## src/rtl/key_cond_pkg.sv

```systemverilog
// key_cond_pkg: shared constants, FSM encoding and sizing helpers for the key conditioner.
`timescale 1ns/1ps
`default_nettype none

package key_cond_pkg;

  // Raw KEY pins pull low when pressed.
  localparam logic KEY_ACTIVE = 1'b0;

  // Default timing for a 50 MHz clock.
  localparam int DEF_N_KEYS          = 3;
  localparam int DEF_DEBOUNCE_CYCLES = 1000000;
  localparam int DEF_REPEAT_DELAY    = 25000000;
  localparam int DEF_REPEAT_PERIOD   = 10000000;

  typedef enum logic [1:0] {
    KC_IDLE   = 2'd0,
    KC_HELD   = 2'd1,
    KC_REPEAT = 2'd2
  } kc_state_e;

  function automatic int cnt_width(input int n);
    return (n > 1) ? $clog2(n) : 1;
  endfunction

  function automatic int max_int(input int a, input int b);
    return (a > b) ? a : b;
  endfunction

endpackage

`default_nettype wire

```

## src/rtl/key_cond_ch.sv

```systemverilog
// key_cond_ch: one key channel -- synchronizer, debounce, press/release/repeat FSM.
`timescale 1ns/1ps
`default_nettype none

module key_cond_ch
  import key_cond_pkg::*;
#(
  parameter int DEBOUNCE_CYCLES = DEF_DEBOUNCE_CYCLES,
  parameter int REPEAT_DELAY    = DEF_REPEAT_DELAY,
  parameter int REPEAT_PERIOD   = DEF_REPEAT_PERIOD
) (
  input  logic clk,
  input  logic rst_n,
  input  logic key_raw,
  input  logic rpt_en,
  output logic key_level,
  output logic key_press,
  output logic key_release,
  output logic key_repeat
);

  localparam int DW = cnt_width(DEBOUNCE_CYCLES);
  // One spare bit so the saturation value can never equal a terminal count.
  localparam int RW = cnt_width(max_int(REPEAT_DELAY, REPEAT_PERIOD)) + 1;

  localparam logic [DW-1:0] DCNT_LAST  = DW'(DEBOUNCE_CYCLES - 1);
  localparam logic [RW-1:0] DELAY_LAST = RW'(REPEAT_DELAY - 1);
  localparam logic [RW-1:0] PER_LAST   = RW'(REPEAT_PERIOD - 1);
  localparam logic [RW-1:0] RCNT_SAT   = {RW{1'b1}};

  logic          sync1_q, sync2_q;
  logic          s;
  logic          deb_q, deb_d;
  logic [DW-1:0] dcnt_q, dcnt_d;
  kc_state_e     state_q, state_d;
  logic [RW-1:0] rcnt_q, rcnt_d;
  logic          level_q, level_d;
  logic          press_q, press_d;
  logic          release_q, release_d;
  logic          repeat_q, repeat_d;
  logic          press_evt, release_evt;

  assign s = (sync2_q == KEY_ACTIVE);

  // deb_q leads level_q by one cycle; the counter compares against it so that
  // it restarts cleanly on the very cycle a change is accepted.
  always_comb begin
    deb_d  = deb_q;
    dcnt_d = '0;
    if (s != deb_q) begin
      if (dcnt_q == DCNT_LAST) begin
        deb_d = s;
      end else begin
        dcnt_d = dcnt_q + DW'(1);
      end
    end
  end

  assign press_evt   = deb_q & ~level_q;
  assign release_evt = ~deb_q & level_q;

  always_comb begin
    state_d   = state_q;
    rcnt_d    = rcnt_q;
    level_d   = deb_q;
    press_d   = 1'b0;
    release_d = 1'b0;
    repeat_d  = 1'b0;
    case (state_q)
      KC_IDLE: begin
        if (press_evt) begin
          state_d = KC_HELD;
          rcnt_d  = '0;
          press_d = 1'b1;
        end
      end
      KC_HELD: begin
        if (release_evt) begin
          state_d   = KC_IDLE;
          rcnt_d    = '0;
          release_d = 1'b1;
        end else if (rpt_en && (rcnt_q == DELAY_LAST)) begin
          state_d  = KC_REPEAT;
          rcnt_d   = '0;
          repeat_d = 1'b1;
        end else if (rcnt_q != RCNT_SAT) begin
          rcnt_d = rcnt_q + RW'(1);
        end
      end
      KC_REPEAT: begin
        if (release_evt) begin
          state_d   = KC_IDLE;
          rcnt_d    = '0;
          release_d = 1'b1;
        end else if (!rpt_en) begin
          // Parked at saturation: repeats stay off until the next press.
          state_d = KC_HELD;
          rcnt_d  = RCNT_SAT;
        end else if (rcnt_q == PER_LAST) begin
          rcnt_d   = '0;
          repeat_d = 1'b1;
        end else begin
          rcnt_d = rcnt_q + RW'(1);
        end
      end
      default: begin
        state_d = KC_IDLE;
        rcnt_d  = '0;
      end
    endcase
  end

  always_ff @(posedge clk or negedge rst_n) begin
    if (!rst_n) begin
      sync1_q   <= 1'b1;
      sync2_q   <= 1'b1;
      deb_q     <= 1'b0;
      dcnt_q    <= '0;
      state_q   <= KC_IDLE;
      rcnt_q    <= '0;
      level_q   <= 1'b0;
      press_q   <= 1'b0;
      release_q <= 1'b0;
      repeat_q  <= 1'b0;
    end else begin
      sync1_q   <= key_raw;
      sync2_q   <= sync1_q;
      deb_q     <= deb_d;
      dcnt_q    <= dcnt_d;
      state_q   <= state_d;
      rcnt_q    <= rcnt_d;
      level_q   <= level_d;
      press_q   <= press_d;
      release_q <= release_d;
      repeat_q  <= repeat_d;
    end
  end

  assign key_level   = level_q;
  assign key_press   = press_q;
  assign key_release = release_q;
  assign key_repeat  = repeat_q;

endmodule

`default_nettype wire

```

## src/rtl/key_cond.sv

```systemverilog
// key_cond: N_KEYS independent debounced key channels with press/release/auto-repeat pulses.
`timescale 1ns/1ps
`default_nettype none

module key_cond
  import key_cond_pkg::*;
#(
  parameter int N_KEYS          = DEF_N_KEYS,
  parameter int DEBOUNCE_CYCLES = DEF_DEBOUNCE_CYCLES,
  parameter int REPEAT_DELAY    = DEF_REPEAT_DELAY,
  parameter int REPEAT_PERIOD   = DEF_REPEAT_PERIOD
) (
  input  logic              clk,
  input  logic              rst_n,
  input  logic [N_KEYS-1:0] key_raw,
  input  logic [N_KEYS-1:0] rpt_en,
  output logic [N_KEYS-1:0] key_level,
  output logic [N_KEYS-1:0] key_press,
  output logic [N_KEYS-1:0] key_release,
  output logic [N_KEYS-1:0] key_repeat
);

  for (genvar i = 0; i < N_KEYS; i++) begin : g_ch
    key_cond_ch #(
      .DEBOUNCE_CYCLES (DEBOUNCE_CYCLES),
      .REPEAT_DELAY    (REPEAT_DELAY),
      .REPEAT_PERIOD   (REPEAT_PERIOD)
    ) u_ch (
      .clk         (clk),
      .rst_n       (rst_n),
      .key_raw     (key_raw[i]),
      .rpt_en      (rpt_en[i]),
      .key_level   (key_level[i]),
      .key_press   (key_press[i]),
      .key_release (key_release[i]),
      .key_repeat  (key_repeat[i])
    );
  end

endmodule

`default_nettype wire

```

## config.mk

```make
export PLATFORM = sky130hd
export DESIGN_NAME = key_cond
export DESIGN_NICKNAME = d
export VERILOG_FILES = /design/src/rtl/key_cond_pkg.sv /design/src/rtl/key_cond_ch.sv /design/src/rtl/key_cond.sv
export SDC_FILE = /design/constraint.sdc
export NUM_CORES = 1
export LEC_CHECK = 0
export CAP_MARGIN = 20
export CORE_MARGIN = 1.5
export CORE_UTILIZATION = 35
export CTS_CLUSTER_SIZE = 28
export DETAILED_ROUTE_END_ITERATION = 12
export PLACE_DENSITY = 0.62
export SYNTH_ARGS = -nofsm -noshare
export SYNTH_HDL_FRONTEND = slang
export SYNTH_SLANG_ARGS = --single-unit
```

## constraint.sdc

```tcl
create_clock -name clk -period 2.6 [get_ports clk]
set_clock_uncertainty 0.05 [all_clocks]
set_input_delay 0.39 -clock clk [delete_from_list [all_inputs] [get_ports clk]]
set_output_delay 0.39 -clock clk [all_outputs]
set_load 0.01 [all_outputs]
```

==> summary.md, run 1 <==
| Metric | Value |
|---|---|
| Crit path DAT | `2.79 ns` |
| Setup_tns | `0 ns` |
| Die Wd | `166.7 µm` |
| Worst Hold Class | `reg2reg` |
| Finish-stage setup viols | `0` |
| 1st-iter DRT viols | `612` |
| Number of port buffers | `19` |
| Crit. End Element | `flip-flop` |
| HP Start | `g_ch[2].u_ch.sync1_q` |
| Worst Max-Slew Pin Slew | `0.6614 ns` |
| Synthesized netlist cell count | `1069` |
| Grt ovf | `0` |
| Core Util, Final | `0.4162` |
| Post-route cell area | `10910 µm²` |
| Power, Total | `5.169 mW` |
| Post-synth EDFFs | `0` |
| Status | `finished clean` |
| Drc violations | `0` |
| Synth warn | `0` |
| Post-synth cell types | `57` |
| Number of diodes | `0` |
| DR pass1 iterations | `7` |
| MaxCap Viol Count | `0` |
| Die Span Y | `166.7 µm` |
| Total GRT Usage | `0.1678` |
| Area Overhead vs Synth | `16.35%` |
| Worst slew margin | `0.5550` |
| CTS tree | `built` |
| Starting Density | `0.3577` |
| Initial antenna violation count | `0` |
| Area after DPL | `10220 µm²` |
| Reg2Reg Setup Slack | `0.07 ns` |
| Largest cells by area after synthesis | `dfrtp_1 (42%), nor2_1 (5.4%), a21oi_1 (4.5%)` |
| R2R depth | `7` |
| Synth Flop Type | `dfrtp_1` |
| Crit start category | `flip-flop` |
| Syn Area/Cell | `8.769 µm²` |
| I/O pin count | `20` |
| Reg clk slew, reported paths | `0.06 ns` |
| Core area | `26210 µm²` |
| Routed vias | `7977` |
| FF-to-FF End | `g_ch[1].u_ch.rcnt_q[0]` |
| Pin count of the biggest net entering global routing | `49` |
| Clock net sink count | `165` |
| Share of layout cells above drive strength 1 | `0.1133` |
| GPL Wtd Cong | `0.8853` |
| Async SR Flop Fraction | `1.000` |
| DR vias/cell | `5.445` |
| Fin crit period | `2.526 ns` |
| CP max FO | `9` |
| Antenna-violating nets left | `0` |
| Max-slew violations | `0` |
| Cell count of the worst hold path | `0` |
| H-tree levels | `4` |
| Nets@finish | `1147` |
| Area taken by multi-input logic gates | `4728 µm²` |
| Register area share after synthesis | `0.4413` |
| Vias in the first global route | `7810` |
| Power Dens Cells | `473.9 nW/µm²` |
| FP Rows | `59` |
| Post-synth net total | `1098` |
| Mapped Area | `9374 µm²` |
| Leakage Power | `4.667 nW` |
| Max clock buf depth | `2` |
| Clk_lat worst skew | `0.44 ns` |
| Post-route clock period utilization | `0.9716` |
| Post-synth top area cell | `dfrtp_1` |
| Full die area | `27770 µm²` |
| Drt total wl | `22320 µm` |
| Fmax | `0.3959 GHz` |
| First-pass GRT wire length | `38820 µm` |
| Reg2reg start | `g_ch[1].u_ch.rcnt_q[17]` |
| CTS buffer count | `17` |
| Final Hold Viols | `0` |
| Post-synth top area share | `0.4245` |
| Fillers | `2567` |
| Crit path kind | `reg2reg` |
| Half-perimeter wire length after placement | `15240 µm` |
| Worst Setup SP | `g_ch[1].u_ch.rcnt_q[17]` |
| Post-detailed-route wirelength per cell | `15.24 µm` |
| Register area | `4136 µm²` |
| #FFs+latches synth | `165` |
| Data required time of the worst path | `2.86 ns` |
| Root Driver | `clkbuf_16` |
| Hold endpoint | `g_ch[2].u_ch.sync2_q` |
| Peak VDD IR | `0.3531 mV` |
-- Yosys cell counts (all sizes together), types with 12 or more instances --
library cell	count
buf	22
nand3	58
o21ai	37
dfrtp	159
nand2	69
nor2	135
nand2b	12
a22o	18
o31a	18
clkbuf	33
o22ai	52
nand4	36
and3	18
xnor2	25
nor4	15
ha	21
xor2	32
a21oi	85
inv	79
-- stage by stage --
step / cells / setup slack [ns] / hold slack (ns)
floorplan: 1069 / 0.1548 / 0.04441
finish: 1465 / 0.07389 / 0.3056
detailed placement: 1427 / -0.05408 / 0.2807
global route: 1465 / -0.0001337 / 0.2957
CTS: 1459 / -0.009362 / 0.2995
global placement: 1427 / -0.03463 / 0.2802
-- report_power, final --
group | switching [mW] | internal [mW] | total (mW) | leakage (nW)
clock network | 1.06 | 1.39 | 2.45 | 0.266
registers | 0.0140 | 2.59 | 2.60 | 2.01
logic | 0.0821 | 0.0354 | 0.118 | 2.39
total | 1.16 | 4.01 | 5.17 | 4.67
-- layout make-up --
cell class,count,share of cell area
clock buffer,20,0.04279
timing repair buffer,85,0.06929
clock inverter,11,0.009522
inverter,79,0.02719
multi-input combinational,770,0.4335
tap,335,0.03843
sequential,165,0.3793
-- placed cells by master (no fill, tap or decap), types with 5 or more instances in the layout --
cell type,instances
dfstp_2,6
buf_4,59
inv_1,79
ha_1,21
and3_1,18
a22o_1,18
o31ai_1,7
xor2_1,32
buf_12,5
xnor2_1,25
clkbuf_16,17
and2_1,6
and4_1,11
or3_1,10
o41ai_1,8
nand2b_1,12
o2bb2ai_1,5
nand3b_1,5
o21ai_0,35
clkdlybuf4s50_1,18
o22ai_1,52
nor3_1,11
dfrtp_1,159
nor4b_1,11
o31a_1,17
clkinvlp_4,5
nor4_1,10
nand3_1,58
or4_1,7
nor2_1,134
a31oi_1,10
nor3b_1,7
nand4_1,36
nand2_1,68
a21oi_1,83
-- worst max-delay path by stage --
stage	to	cells after the start
floorplan	g_ch[1].u_ch.rcnt_q[15]	7
global placement	g_ch[1].u_ch.rcnt_q[0]	7
detailed placement	g_ch[1].u_ch.rcnt_q[0]	7
CTS	g_ch[1].u_ch.rcnt_q[9]	7
global route	g_ch[1].u_ch.rcnt_q[3]	7
finish	g_ch[1].u_ch.rcnt_q[0]	7
-- repair_timing --
item | 4_1_cts | 5_1_grt
endpoints found under the setup margin | 15 | 50
buffers inserted | 0 | 6
resized for setup | 3 | 13
endpoints found under the hold margin | 33 | 0
cloned | 0 | 0
hold buffers | 1 | 0
pin swaps | 0 | 3
-- sequential cells by signal, indices dropped and copies added (netlist names) --
name / cells
g_ch.u_ch.rcnt_q: 78
g_ch.u_ch.dcnt_q: 60
g_ch.u_ch.state_q: 6
g_ch.u_ch.deb_q: 3
g_ch.u_ch.key_level: 3
g_ch.u_ch.key_press: 3
g_ch.u_ch.key_release: 3
g_ch.u_ch.key_repeat: 3
g_ch.u_ch.sync1_q: 3
g_ch.u_ch.sync2_q: 3
-- routing by layer --
metal | part of all wire | vias up | track usage
met3 | 0.035 | 20 | 0.02281
li1 | - | 3918 | -
met2 | 0.46 | 173 | 0.2611
met4 | 0.011 | 0 | 0.06126
met5 | 0 | - | 0
met1 | 0.49 | 3866 | 0.2381
-- worst max-delay path, stage by stage (launching register included) --
cell	delay, ns
dfrtp_1	0.38
or4_4	0.54
or3_4	0.36
o31ai_4	0.38
buf_4	0.19
and2_4	0.21
o21ai_0	0.09
a22o_1	0.22
-- cell families after synthesis --
family          share of synthesized area
flops                              0.4413
simple gates                       0.2363
compound gates                     0.1782
buf+inv                           0.06073
xor+xnor                          0.05326
fa+ha+maj                         0.02803
mux                              0.002269
No activity file was read; power rests on OpenSTA's default activity.
==> inputs of run 2 (changes only) <==
--- a/config.mk
+++ b/config.mk
@@ -11,6 +11,7 @@
 export CTS_CLUSTER_SIZE = 28
 export DETAILED_ROUTE_END_ITERATION = 12
 export PLACE_DENSITY = 0.62
+export RECOVER_POWER = 100
 export SYNTH_ARGS = -nofsm -noshare
 export SYNTH_HDL_FRONTEND = slang
 export SYNTH_SLANG_ARGS = --single-unit
==> summary.md, run 2 (synthesized netlist as in run 1, its figures left out) <==
| Metric | Value |
|---|---|
| HP Start | `g_ch[2].u_ch.sync1_q` |
| Fin crit period | `2.522 ns` |
| Number of port buffers | `19` |
| FF-to-FF End | `g_ch[1].u_ch.rcnt_q[0]` |
| Finish-stage setup viols | `0` |
| Clk_lat worst skew | `0.44 ns` |
| CTS tree | `built` |
| Drc violations | `0` |
| Core area | `26210 µm²` |
| Worst Hold Class | `reg2reg` |
| Met3 routed WL | `742 µm` |
| Fin cells | `1465` |
| Clock net sink count | `165` |
| Antenna-violating nets left | `0` |
| Hold Worst Slack | `0.3056 ns` |
| GPL Wtd Cong | `0.8853` |
| Grt ovf | `0` |
| Max clock buf depth | `2` |
| DR vias/cell | `5.487` |
| H-tree levels | `4` |
| Worst slew margin | `0.3257` |
| First-pass GRT wire length | `38820 µm` |
| Initial antenna violation count | `0` |
| R2R depth | `7` |
| Max FFs per register | `78` |
| Hold endpoint | `g_ch[2].u_ch.sync2_q` |
| Reg2reg start | `g_ch[1].u_ch.rcnt_q[17]` |
| Area Overhead vs Synth | `15.86%` |
| Power Dens Cells | `475.2 nW/µm²` |
| Half-perimeter wire length after placement | `15240 µm` |
| Data required time of the worst path | `2.86 ns` |
| Max layer used | `met4` |
| I/O pin count | `20` |
| Pin count of the biggest net entering global routing | `49` |
| Most common cell after layout, fill and taps aside | `dfrtp_1` |
| Leakage Power | `4.694 nW` |
| Post-detailed-route wirelength per cell | `15.23 µm` |
| Total GRT Usage | `0.1678` |
| Post-route clock period utilization | `0.9700` |
| Final Hold Viols | `0` |
| Most flops, register | `g_ch.u_ch.rcnt_q` |
| CTS buffer count | `17` |
| Fmax | `0.3965 GHz` |
| DR pass1 iterations | `7` |
| Routed vias | `8039` |
| RSZ-0062 raised after global routing | `false` |
| Worst Max-Slew Pin Slew | `1.012 ns` |
| Met2 WL post-DR | `10350 µm` |
| Reg2Reg Setup Slack | `0.08 ns` |
| Vias in the first global route | `7810` |
| Starting Density | `0.3577` |
| CP max FO | `9` |
| Number of diodes | `0` |
| Placed insts | `1427` |
| Drt total wl | `22310 µm` |
| Routed length on met1 | `10910 µm` |
| Full die area | `27770 µm²` |
| Crit start category | `flip-flop` |
| Root Driver | `clkbuf_16` |
| Nets@finish | `1147` |
| Crit path DAT | `2.79 ns` |
| FP Rows | `59` |
| Most frequent cells in the layout | `dfrtp_1 (159), nor2_1 (134), a21oi_1 (83)` |
| Share of layout cells above drive strength 1 | `0.1097` |
| Max-slew violations | `0` |
| MaxCap Viol Count | `0` |
| 1st-iter DRT viols | `622` |
| Worst Setup SP | `g_ch[1].u_ch.rcnt_q[17]` |
| Peak VDD IR | `0.3525 mV` |
| Reg clk slew, reported paths | `0.06 ns` |
| Cell count of the worst hold path | `0` |
| Crit path kind | `reg2reg` |
| Status | `finished clean` |
| Die Wd | `166.7 µm` |
| Crit. End Element | `flip-flop` |
| Biggest registers after layout | `g_ch.u_ch.rcnt_q: 78 flops, g_ch.u_ch.dcnt_q: 60 flops, g_ch.u_ch.state_q: 6 flops` |
| Die Span Y | `166.7 µm` |
run 2: cell types whose count changed in the layout (fill, tap and decap cells not counted), sizes merged:
| cell | delta |
|---|---|
| buf | -11 |
| dlygate4sd3 | +15 |
| clkbuf | +11 |
| clkdlybuf4s50 | -15 |
run 2: routing by layer:
layer | up-vias | global-route usage
met5 | - | 0
met2 | 166 | 0.2611
li1 | 3922 | -
met4 | 0 | 0.06126
met1 | 3922 | 0.2381
met3 | 29 | 0.02281
run 2: critical path, stage by stage (launching register included):
cell and delay [ns]:
dfrtp_1 0.39, or4_4 0.54, or3_4 0.37, o31ai_4 0.37, buf_4 0.19, and2_4 0.20, o21ai_0 0.08, a22o_1 0.22
run 2: layout make-up:
class | instances | area [µm²]
clock buffers | 20 | 466.7
clock inverters | 11 | 103.9
fillers | 2575 | 15350
inverters | 79 | 296.5
multi-input cells | 770 | 4721
flip-flops and latches | 165 | 4136
well taps | 335 | 419.2
repair buffers | 85 | 716.9
run 2: through the flow:
step / instance area [µm²] / worst slack [ns] / total power, mW / TNS, ns / utilization
final: 10860 / 0.07806 / 5.161 / 0 / 0.4144
after global placement: 10220 / -0.03463 / 2.768 / -0.04135 / 0.3899
after CTS: 10800 / -0.009362 / 5.239 / -0.01759 / 0.4122
after detailed placement: 10220 / -0.05408 / 2.770 / -0.2348 / 0.3899
after floorplan: 9374 / 0.1548 / 2.680 / 0 / -
after global routing: 10860 / 0.001875 / 5.343 / 0 / 0.4144
run 2: what timing repair did:
action,4_1_cts,5_1_grt
hold buffers,1,0
buffers inserted,0,6
setup endpoints to repair,15,50
pin swaps,0,3
hold endpoints to repair,33,0
gates resized for setup,3,13
run 2: power by group:
part / internal [mW] / switching, mW
sequential: 2.59 / 0.0139
clock: 1.39 / 1.06
combinational: 0.0290 / 0.0813
run 2: how the worst max path moves through the flow:
stage | to | slack [ns] | cells past startpoint
floorplan | g_ch[1].u_ch.rcnt_q[15] | 0.15 | 7
global placement | g_ch[1].u_ch.rcnt_q[0] | -0.03 | 7
detailed placement | g_ch[1].u_ch.rcnt_q[0] | -0.05 | 7
CTS | g_ch[1].u_ch.rcnt_q[9] | -0.009 | 7
global route | g_ch[1].u_ch.rcnt_q[3] | 0.002 | 7
finish | g_ch[1].u_ch.rcnt_q[0] | 0.08 | 7
==> inputs of run 3 (changes only) <==
--- a/config.mk
+++ b/config.mk
@@ -15,3 +15,4 @@
 export SYNTH_ARGS = -nofsm -noshare
 export SYNTH_HDL_FRONTEND = slang
 export SYNTH_SLANG_ARGS = --single-unit
+export TNS_END_PERCENT = 1
==> results of run 3 <==
No change in the layout: final DEF, timing and power equal those of run 2.
